--- src/rtl/criq_tag_recycler.sv ---
// In-order tag recycler: tracks allocated CRIQ tags, collects out-of-order
// completions and pushes retired tags back into the free-tag queue in order.
module criq_tag_recycler #(
    parameter int unsigned TAGWIDE = 5,
    parameter int unsigned TAGDEEP = 8
) (
    input  logic               Clk,
    input  logic               Rest,
    input  logic               AllocValid,
    input  logic [TAGWIDE-1:0] AllocTag,
    output logic               AllocReady,
    input  logic               DoneValid,
    input  logic [TAGWIDE-1:0] DoneTag,
    input  logic               FlushReq,
    input  logic               FreeFull,
    output logic               FreeWable,
    output logic [TAGWIDE-1:0] FreeDin,
    output logic               FreeClean,
    output logic [3:0]         InFlightCnt,
    output logic               Empty
);

    localparam int unsigned PTRW = (TAGDEEP > 1) ? $clog2(TAGDEEP) : 1;

    logic [TAGWIDE-1:0] tag_q [TAGDEEP];
    logic [TAGDEEP-1:0] done_q, done_d;
    logic [TAGDEEP-1:0] valid_c, match_c;
    logic [PTRW-1:0]    head_q, head_d, tail_q, tail_d;
    logic [3:0]         count_q, count_d;
    logic               free_wable_q, free_wable_d;
    logic [TAGWIDE-1:0] free_din_q, free_din_d;
    logic               free_clean_q, free_clean_d;
    logic               alloc_fire_c, done_fire_c, retire_fire_c;

    // An entry is live when its distance from head is below the count.
    for (genvar i = 0; i < TAGDEEP; i++) begin : g_entry
        assign valid_c[i] = 4'(PTRW'(PTRW'(i) - head_q)) < count_q;
        assign match_c[i] = valid_c[i] && (tag_q[i] == DoneTag);
    end

    assign AllocReady    = count_q < 4'(TAGDEEP);
    assign alloc_fire_c  = AllocValid && AllocReady && !FlushReq;
    assign done_fire_c   = DoneValid && !FlushReq;
    assign retire_fire_c = (count_q != 4'd0) && done_q[head_q] && !FreeFull && !FlushReq;

    always_comb begin
        head_d       = head_q;
        tail_d       = tail_q;
        count_d      = count_q;
        done_d       = done_q;
        free_wable_d = 1'b0;
        free_din_d   = free_din_q;
        free_clean_d = 1'b0;
        if (FlushReq) begin
            head_d       = '0;
            tail_d       = '0;
            count_d      = '0;
            done_d       = '0;
            free_clean_d = 1'b1;
        end else begin
            if (done_fire_c) begin
                done_d = done_q | match_c;
            end
            if (retire_fire_c) begin
                done_d[head_q] = 1'b0;
                head_d         = head_q + PTRW'(1);
                free_wable_d   = 1'b1;
                free_din_d     = tag_q[head_q];
            end
            if (alloc_fire_c) begin
                done_d[tail_q] = 1'b0;
                tail_d         = tail_q + PTRW'(1);
            end
            case ({alloc_fire_c, retire_fire_c})
                2'b10:   count_d = count_q + 4'd1;
                2'b01:   count_d = count_q - 4'd1;
                default: count_d = count_q;
            endcase
        end
    end

    always_ff @(posedge Clk or negedge Rest) begin
        if (!Rest) begin
            head_q       <= '0;
            tail_q       <= '0;
            count_q      <= '0;
            done_q       <= '0;
            free_wable_q <= 1'b0;
            free_din_q   <= '0;
            free_clean_q <= 1'b0;
        end else begin
            head_q       <= head_d;
            tail_q       <= tail_d;
            count_q      <= count_d;
            done_q       <= done_d;
            free_wable_q <= free_wable_d;
            free_din_q   <= free_din_d;
            free_clean_q <= free_clean_d;
        end
    end

    // Tag payloads need no reset; liveness is tracked by head/count.
    always_ff @(posedge Clk) begin
        if (alloc_fire_c) begin
            tag_q[tail_q] <= AllocTag;
        end
    end

    assign FreeWable   = free_wable_q;
    assign FreeDin     = free_din_q;
    assign FreeClean   = free_clean_q;
    assign InFlightCnt = count_q;
    assign Empty       = (count_q == 4'd0);

endmodule
--- config.mk ---
export PLATFORM = sky130hd
export DESIGN_NAME = criq_tag_recycler
export DESIGN_NICKNAME = d
export VERILOG_FILES = /design/src/rtl/criq_tag_recycler.sv
export SDC_FILE = /design/constraint.sdc
export NUM_CORES = 1
export LEC_CHECK = 0
export BUFFER_PORTS_ARGS = -buffer_cell sky130_fd_sc_hd__buf_4
export CORE_ASPECT_RATIO = 1.4
export CORE_UTILIZATION = 30
export CTS_CLUSTER_DIAMETER = 200
export DETAILED_ROUTE_END_ITERATION = 8
export PLACE_DENSITY = 0.47
export SLEW_MARGIN = 20
export SYNTH_ARGS = -nofsm -noshare
export SYNTH_HDL_FRONTEND = slang
export SYNTH_SLANG_ARGS = --single-unit
export TNS_END_PERCENT = 1
--- constraint.sdc ---
create_clock -name Clk -period 3.4 [get_ports Clk]
set_input_delay 0 -clock Clk [delete_from_list [all_inputs] [get_ports Clk]]
set_output_delay 0 -clock Clk [all_outputs]
set_load 0.03 [all_outputs]
==> flow_summary.toml, run 1 <==
[status]
status = "complete, no violations"

[floorplan]
die_w_um = 96.3
coreArea_um2 = 12000
core.rowCount = 47
initial_utilization = 0.311
die_y_um = 134
die_area_um2 = 12900
io_pins = 29

[sta]
setup_viol = 0
finalWorstSetupSlack_ns = 0.608
fin_crit_ns = 2.79
slew_viol_final = 0
finalSetupTns_ns = 0
finalCritPeriodShare = 0.821
clock.fmax_ghz = 0.358
rsz0062_at_grt = "false"
hold_viol = 0
worstMarginPinSlew_ns = 0.770
slew_headroom = 0.485
skew_ns = 0.00837

[critical_path]
critPathKind = "reg2reg"
reg2reg_setup_slack_ns = 0.61
max_stage_delay_ns = 0.74
startpoint_type = "register"
path_max_fanout = 15
crit_chain = "mux2i_1, a311oi_2, nand3_2, nor3_1, ha_1, a21o_1, a21o_1, nor4_2, a31oi_1, a21oi_1"
cp-end-kind = "register"
crit_slowest_cell = "dfrtp_1"
critPathArrivalTime_ns = 3.04
cpMostUsedCell = "a21o_1"
worstPathRequired_ns = 3.65

[clock_tree]
clk_pin_slew_ns = 0.06
clock_latency_ns = 0.33
cts_buffer_depth = 2
cts_tree = "yes"
cts_root_buf = "clkbuf_16"
htree_levels = 3
cts_inserted_buffers = 9
post_cts_buffers = 0
cts.sinks = 65

[pwr]
p_leak_nw = 1.67
power.density_nw_per_um2 = 463
ir_drop_mv = 0.242

[synth]
synth_top_area_frac = 0.322
syn-cell-area_um2 = 3730
ys_async_sr_fraction = 0.385
synth_area_leaders = "edfxtp_1 (32%), dfrtp_1 (17%), ha_1 (7.4%)"
ys_top_cells_by_count = "edfxtp_1 (40), nor2_1 (27), xnor2_1 (27)"
ys_seq_area_frac = 0.489
ys_types = 46
ys_ff_latch = 65
yosys.area.top_type = "edfxtp_1"
syn_inst = 307
synth_edf_count = 40
avgSynthCellArea_um2 = 12.2
synth_ff_type = "edfxtp_1"
yosysMostFrequentCell = "edfxtp_1"
synth_nets = 346
yosysWarnings = 0

[finish]
n_antenna_cell = 0
drive_above_1_share = 0.198
syn_to_final_growth_pct = 19.7
fin_util = 0.372
layout.nets = 384

[grt]
grt_max_degree = 26
grtUsageTotal = 0.166
antenna_found_initial = 0
grt_pass1_vias = 2603
grt_pass1_wl_mm = 15.0
gr-total-overflow = 0

[routing]
wl_met3_um = 252
vias = 2488
wl_met1_mm = 4.15
drt-total-wl_mm = 9.80
via_per_inst = 5.02
wl_per_cell_um = 19.8
drc = 0
antenna_left = 0
first_pass_iters = 4
met2_wirelength_mm = 5.17
highest_layer = "met4"
drt_iter0_drc = 129

[worst_hold_path]
hp-class = "in2reg"

[place]
place_ws_ns = 0.598
gp_congestion = 0.785
port_buffers = 28
post-dp-hpwl_mm = 7.36

[run]
max_cap_viol_count = 0
path summary, 6_finish.rpt:
| kind | startpoint | end | cells past startpoint |
|---|---|---|---|
| min in group asynchronous | Rest | tail_q[2]$_DFFE_PN0P_ | 2 |
| min | AllocValid | InFlightCnt[3]$_DFFE_PN0P_ | 3 |
| max | head_q[2]$_DFFE_PN0P_ | InFlightCnt[3]$_DFFE_PN0P_ | 10 |
| max in group asynchronous | Rest | FreeDin[1]$_DFFE_PN0P_ | 2 |
| min reg2reg | done_q[2]$_DFF_PN0_ | done_q[2]$_DFF_PN0_ | 2 |
| max reg2reg | head_q[2]$_DFFE_PN0P_ | InFlightCnt[3]$_DFFE_PN0P_ | 10 |
logic make-up (layout without fill, tap and decap cells):
kind of cell,after synthesis,in the layout,synth area share
simple gates,85,85,0.116
flops,65,65,0.489
xor+xnor,48,48,0.115
compound gates,43,43,0.0902
buf+inv,28,70,0.0372
fa+ha+maj,23,23,0.0791
mux,15,15,0.0738
final cells by class:
| class | instances | area, µm² |
|---|---|---|
| repair buffers | 42 | 333 |
| well taps | 147 | 184 |
| fillers | 1247 | 7530 |
| inverters | 13 | 48.8 |
| clock inverters | 6 | 83.8 |
| multi-input cells | 214 | 1770 |
| clock buffers | 9 | 225 |
| flip-flops and latches | 65 | 1830 |
where the power goes:
| group | total (mW) | internal (mW) | switching [mW] |
|---|---|---|---|
| Clock | 0.973 | 0.633 | 0.340 |
| Combinational | 0.212 | 0.0875 | 0.125 |
| Sequential | 0.884 | 0.861 | 0.0227 |
cell usage in the layout (no fill, tap or decap), drive strengths merged, types with 8 or more instances in the layout:
cell and n:
a21oi 13, buf 35, clkbuf 9, dfrtp 25, edfxtp 40, ha 22, inv 12, mux4 10
nand2 18, nor2 28, nor3 8, nor4 9, xnor2 28, xor2 20
worst max-delay path: cells and delay by family (launching register included):
kind	cells	cell delay, ns
AOI/OAI and AO/OA	5	0.87
muxes	1	0.17
adders and majority gates	1	0.31
DFF	1	0.74
and+or+nand+nor	3	0.62
registers in the layout, indices dropped and copies added, names as in the netlist:
register,count
FreeDin,5
FreeWable,1
head_q,3
tail_q,3
done_q,8
tag_q,40
FreeClean,1
InFlightCnt,4
timing repair:
item,CTS,global route
endpoints found under the hold margin,66,0
hold buffers,7,0
gates resized for setup,0,0
through the flow:
step | instances | hold WS [ns] | power, mW | area [µm²]
after floorplan | 307 | -0.296 | 1.02 | 3730
after global placement | 474 | -0.0636 | 1.11 | 4090
after detailed placement | 474 | -0.0646 | 1.11 | 4090
after CTS | 496 | 0.0178 | 2.09 | 4470
after global routing | 496 | 0.0300 | 2.14 | 4470
final | 496 | 0.0187 | 2.07 | 4470
metal layers:
metal | vias up | global-route usage
li1 | 1189 | -
met1 | 1241 | 0.195
met2 | 47 | 0.288
met3 | 11 | 0.0357
met4 | 0 | 0.0663
met5 | - | 0
Power figures use the tool's default switching activity.
==> inputs of run 2 (changes only) <==
==> constraint.sdc (replaced) <==
create_clock -name Clk -period 2.8 [get_ports Clk]
set_input_delay 0 -clock Clk [delete_from_list [all_inputs] [get_ports Clk]]
set_output_delay 0 -clock Clk [all_outputs]
set_load 0.03 [all_outputs]
==> run 2 against run 1 <==
Maximum frequency is 14% higher; final area is 2.3% higher; worst setup slack worse by 0.26 ns; die area stayed put; critical path type unchanged; non-clock buffer count is 14 higher; largest power group unchanged.
==> flow_summary.toml, run 2 (same netlist as run 1, synthesis figures left out) <==
[clock_tree]
cts_root_buf = "clkbuf_16"
clock_latency_ns = 0.33
cts.sinks = 65
cts_tree = "yes"
cts_inserted_buffers = 9
htree_levels = 3
cts_buffer_depth = 2
clk_pin_slew_ns = 0.05

[floorplan]
initial_utilization = 0.311
die_w_um = 96.3
core.rowCount = 47
coreArea_um2 = 12000
io_pins = 29
die_y_um = 134
die_area_um2 = 12900

[sta]
hold_viol = 0
rsz0062_at_grt = "false"
fin_crit_ns = 2.45
clock.fmax_ghz = 0.408
skew_ns = 0.00767
worstMarginPinSlew_ns = 0.670
finalCritPeriodShare = 0.875
finalSetupTns_ns = 0
slew_viol_final = 0
slew_headroom = 0.549
setup_viol = 0

[critical_path]
critPathKind = "reg2reg"
startpoint_type = "register"
worstPathRequired_ns = 3.05
cp-end-kind = "register"
crit_chain = "mux2i_1, a311oi_2, nand3_2, nor3_2, ha_1, a21o_1, a21o_1, nor4_2, a31oi_1, a21oi_1"
max_stage_delay_ns = 0.56
cp_num_buf_inv = 0
path_max_fanout = 7
crit_slowest_cell = "dfrtp_1"
critical_path.top_delay_family = "compound AO/OA/AOI/OAI gates"
cpMostUsedCell = "a21o_1"
critPathArrivalTime_ns = 2.70

[finish]
layout.nets = 398
largest_register_ffs = 40
n_antenna_cell = 0
regMostFlops = "tag_q"
mostFrequentLayoutCell = "buf_4"
layoutNonFillerInstCount = 511
syn_to_final_growth_pct = 22.4
drive_above_1_share = 0.228
most-common-layout-cells = "buf_4 (48), edfxtp_1 (40), xnor2_1 (27), nor2_1 (27), dfrtp_1 (25)"

[routing]
wl_per_cell_um = 19.3
via_per_inst = 4.98
drt-total-wl_mm = 9.88
drc = 0
drt_iter0_drc = 164
first_pass_iters = 4
vias = 2546
antenna_left = 0

[grt]
grt_pass1_vias = 2607
grt_max_degree = 26
grtUsageTotal = 0.170
antenna_found_initial = 0
gr-total-overflow = 0
grt_pass1_wl_mm = 15.5

[place]
dpl.cell_count = 487
port_buffers = 28
gp_congestion = 0.800
post-dp-hpwl_mm = 7.52

[status]
status = "complete, no violations"

[run]
max_cap_viol_count = 0

[pwr]
power.density_nw_per_um2 = 532
finalPower_mw = 2.43
ir_drop_mv = 0.253
p_leak_nw = 1.74

[worst_hold_path]
hp-class = "in2async"
-- run 2: cell count changes in the layout (fill, tap and decap cells not counted), sizes merged --
cell / previous run / this run
buf: 35 / 48
clkbuf: 9 / 11
bufinv: 2 / 1
clkinv: 3 / 4
clkinvlp: 2 / 1
dlygate4sd3: 7 / 8
-- run 2: report_power, final --
part	internal, mW	switching [mW]	total (mW)
Sequential	1.05	0.0239	1.07
Clock	0.687	0.404	1.09
Combinational	0.112	0.156	0.268
Total	1.84	0.584	2.43
-- run 2: final timing paths --
kind	startpoint	endpoint	slack (ns)	cells after the start
max	head_q[2]$_DFFE_PN0P_	InFlightCnt[3]$_DFFE_PN0P_	0.35	10
min	Rest	tail_q[0]$_DFFE_PN0P_	0.13	2
max reg2reg	head_q[2]$_DFFE_PN0P_	InFlightCnt[3]$_DFFE_PN0P_	0.35	10
min reg2reg	done_q[2]$_DFF_PN0_	done_q[2]$_DFF_PN0_	0.53	2
max in group asynchronous	Rest	done_q[3]$_DFF_PN0_	2.38	2
min in group Clk	DoneValid	done_q[7]$_DFF_PN0_	0.21	4
-- run 2: final cells by class --
class                   instances  area [µm²]
inverters                      13        48.8
multi-input cells             214        1780
well taps                     147         184
clock inverters                 5        56.3
clock buffers                  11         233
flip-flops and latches         65        1830
fillers                      1212        7430
repair buffers                 56         440
-- run 2: through the flow --
stage | worst slack (ns) | hold WS (ns) | utilization | instance area, µm²
finish | 0.350 | 0.132 | 0.381 | 4570
global route | 0.162 | 0.161 | 0.381 | 4570
CTS | 0.201 | 0.138 | 0.380 | 4560
detailed placement | 0.227 | -0.0552 | 0.350 | 4200
global placement | 0.329 | -0.0595 | 0.350 | 4200
floorplan | 0.0596 | -0.296 | - | 3740
-- run 2: timing repair --
action / 4_1_cts / 5_1_grt
gates resized for setup: 0 / 1
endpoints found under the setup margin: 0 / 1
setup buffers: 0 / 0
hold buffers: 8 / 0
hold endpoints to repair: 67 / 0
-- run 2: metal layers --
layer / wire [µm] / GRT usage
met5: 0 / 0
met4: 103 / 0.0481
met3: 257 / 0.0357
met2: 5340 / 0.297
met1: 4180 / 0.208
==> inputs of run 3 (changes only) <==
--- a/config.mk
+++ b/config.mk
@@ -7,10 +7,10 @@
 export LEC_CHECK = 0
 export BUFFER_PORTS_ARGS = -buffer_cell sky130_fd_sc_hd__buf_4
 export CORE_ASPECT_RATIO = 1.4
-export CORE_UTILIZATION = 30
+export CORE_UTILIZATION = 45
 export CTS_CLUSTER_DIAMETER = 200
 export DETAILED_ROUTE_END_ITERATION = 8
-export PLACE_DENSITY = 0.47
+export RECOVER_POWER = 25
 export SLEW_MARGIN = 20
 export SYNTH_ARGS = -nofsm -noshare
 export SYNTH_HDL_FRONTEND = slang
==> run 3 against run 2 <==
Non-clock buffer count decreased by 4; cell count decreased by 10%; sequential cell count unchanged; hold slack improved by 0.069 ns; count of clock-buffer cells in the layout increased by 4; sequential share of layout area increased by 1.9 points; highest routed layer unchanged; largest power group is now registers.
==> flow_summary.toml, run 3 (same netlist as run 1, synthesis figures left out) <==
[status]
status = "complete, no violations"

[routing]
wl_per_cell_um = 19.8
drc = 0
drt-total-wl_mm = 9.13
drt_iter0_drc = 130
via_per_inst = 5.54
vias = 2548
first_pass_iters = 4
antenna_left = 0

[sta]
finalCritPeriodShare = 0.872
slew_viol_final = 0
clock.fmax_ghz = 0.410
rsz0062_at_grt = "false"
hold_viol = 0
setup_viol = 0
slew_headroom = 0.0375
skew_ns = 0.00786
finalSetupTns_ns = 0
worstMarginPinSlew_ns = 1.44
fin_crit_ns = 2.44

[place]
post-dp-hpwl_mm = 6.92
port_buffers = 28
placed_cell_area_um2 = 4110
gp_congestion = 0.844

[critical_path]
startpoint_type = "register"
critPathArrivalTime_ns = 2.70
path_max_fanout = 5
worstPathRequired_ns = 3.05
cp-end-kind = "register"
critPathKind = "reg2reg"

[grt]
grt_pass1_wl_mm = 14.5
grt_pass1_vias = 2669
antenna_found_initial = 0
grtUsageTotal = 0.238
gr-total-overflow = 0
grt_max_degree = 26

[finish]
regMostFlops = "tag_q"
stdcell_area_um2 = 4370
drive_above_1_share = 0.203
syn_to_final_growth_pct = 17.0
largest_register_ffs = 40
layout.nets = 394
most-common-layout-cells = "buf_4 (40), edfxtp_1 (40), xnor2_1 (27), nor2_1 (27), dfrtp_1 (25)"
n_antenna_cell = 0

[floorplan]
coreArea_um2 = 7890
initial_utilization = 0.473
die_area_um2 = 8670
core.rowCount = 38
die_w_um = 79.0
io_pins = 29
die_y_um = 110

[pwr]
p_int_mw = 1.58
switching_power_uw = 533
finalPower_mw = 2.11
clkPwrFrac = 0.368
switching_share = 0.252
p_leak_nw = 1.66
power.density_nw_per_um2 = 484
ir_drop_mv = 0.427
p_comb_frac = 0.126
pwr-share-seq = 0.506

[clock_tree]
cts_tree = "yes"
cts_root_buf = "clkbuf_8"
cts_inserted_buffers = 9
clock_latency_ns = 0.35
cts_resized = 0
clk_pin_slew_ns = 0.07
cts_buffer_depth = 2
htree_levels = 3
cts.sinks = 65

[run]
max_cap_viol_count = 0

[worst_hold_path]
hp-class = "in2reg"
-- run 3: worst max-delay path: stages, from the launching register on --
cell and delay, ns:
dfrtp_1 0.42, inv_1 0.14, ha_1 0.26, ha_1 0.30, ha_1 0.28, inv_1 0.05
o21bai_1 0.06, a2111oi_0 0.50, nor2_1 0.08, nor4_1 0.26
-- run 3: power groups by stage --
stage	clock network, mW	logic (mW)	registers, mW
floorplan	0	0.133	1.11
global placement	0	0.261	1.09
detailed placement	0	0.263	1.09
CTS	0.799	0.272	1.07
global route	0.829	0.294	1.07
finish	0.778	0.266	1.07
-- run 3: area by class of cell --
cell class,instances,area (µm²)
Clock buffer,15,188
Tap cell,100,125
Timing Repair Buffer,52,395
Fill cell,714,3530
Multi-Input combinational cell,214,1780
Clock inverter,1,7.51
Inverter,13,48.8
Sequential cell,65,1830
-- run 3: repair_timing --
| action | 4_1_cts | 5_1_grt |
|---|---|---|
| buffers inserted | 0 | 0 |
| hold endpoints to repair | 67 | 0 |
| hold buffers | 8 | 0 |
-- run 3: through the flow --
step	hold slack, ns	worst slack, ns	utilization	instances
2_1_floorplan	-0.296	0.0596	-	307
3_3_place_gp	-0.0619	0.426	0.520	436
3_5_place_dp	-0.0600	0.386	0.520	436
4_1_cts	0.0938	0.361	0.555	460
5_1_grt	0.231	0.127	0.553	460
6_report	0.201	0.359	0.553	460
-- run 3: path summary, 6_finish.rpt --
kind	cells after the start	slack (ns)	to	startpoint
worst max-delay path	9	0.36	done_q[0]$_DFF_PN0_	head_q[0]$_DFFE_PN0P_
worst min-delay path	4	0.20	done_q[7]$_DFF_PN0_	DoneValid
worst max register to register	9	0.36	done_q[0]$_DFF_PN0_	head_q[0]$_DFFE_PN0P_
worst min register to register	2	0.53	done_q[2]$_DFF_PN0_	done_q[2]$_DFF_PN0_
max in group asynchronous	2	1.43	FreeWable$_DFF_PN0_	Rest
min in group asynchronous	2	0.52	FreeClean$_DFF_PN0_	Rest
-- run 3: per-layer routing --
layer | share of wire | track usage | vias to the layer above
met5 | 0 | 0 | -
met4 | 0.033 | 0.122 | 0
met3 | 0.032 | 0.0498 | 16
met2 | 0.52 | 0.413 | 51
met1 | 0.41 | 0.276 | 1273
li1 | - | - | 1208
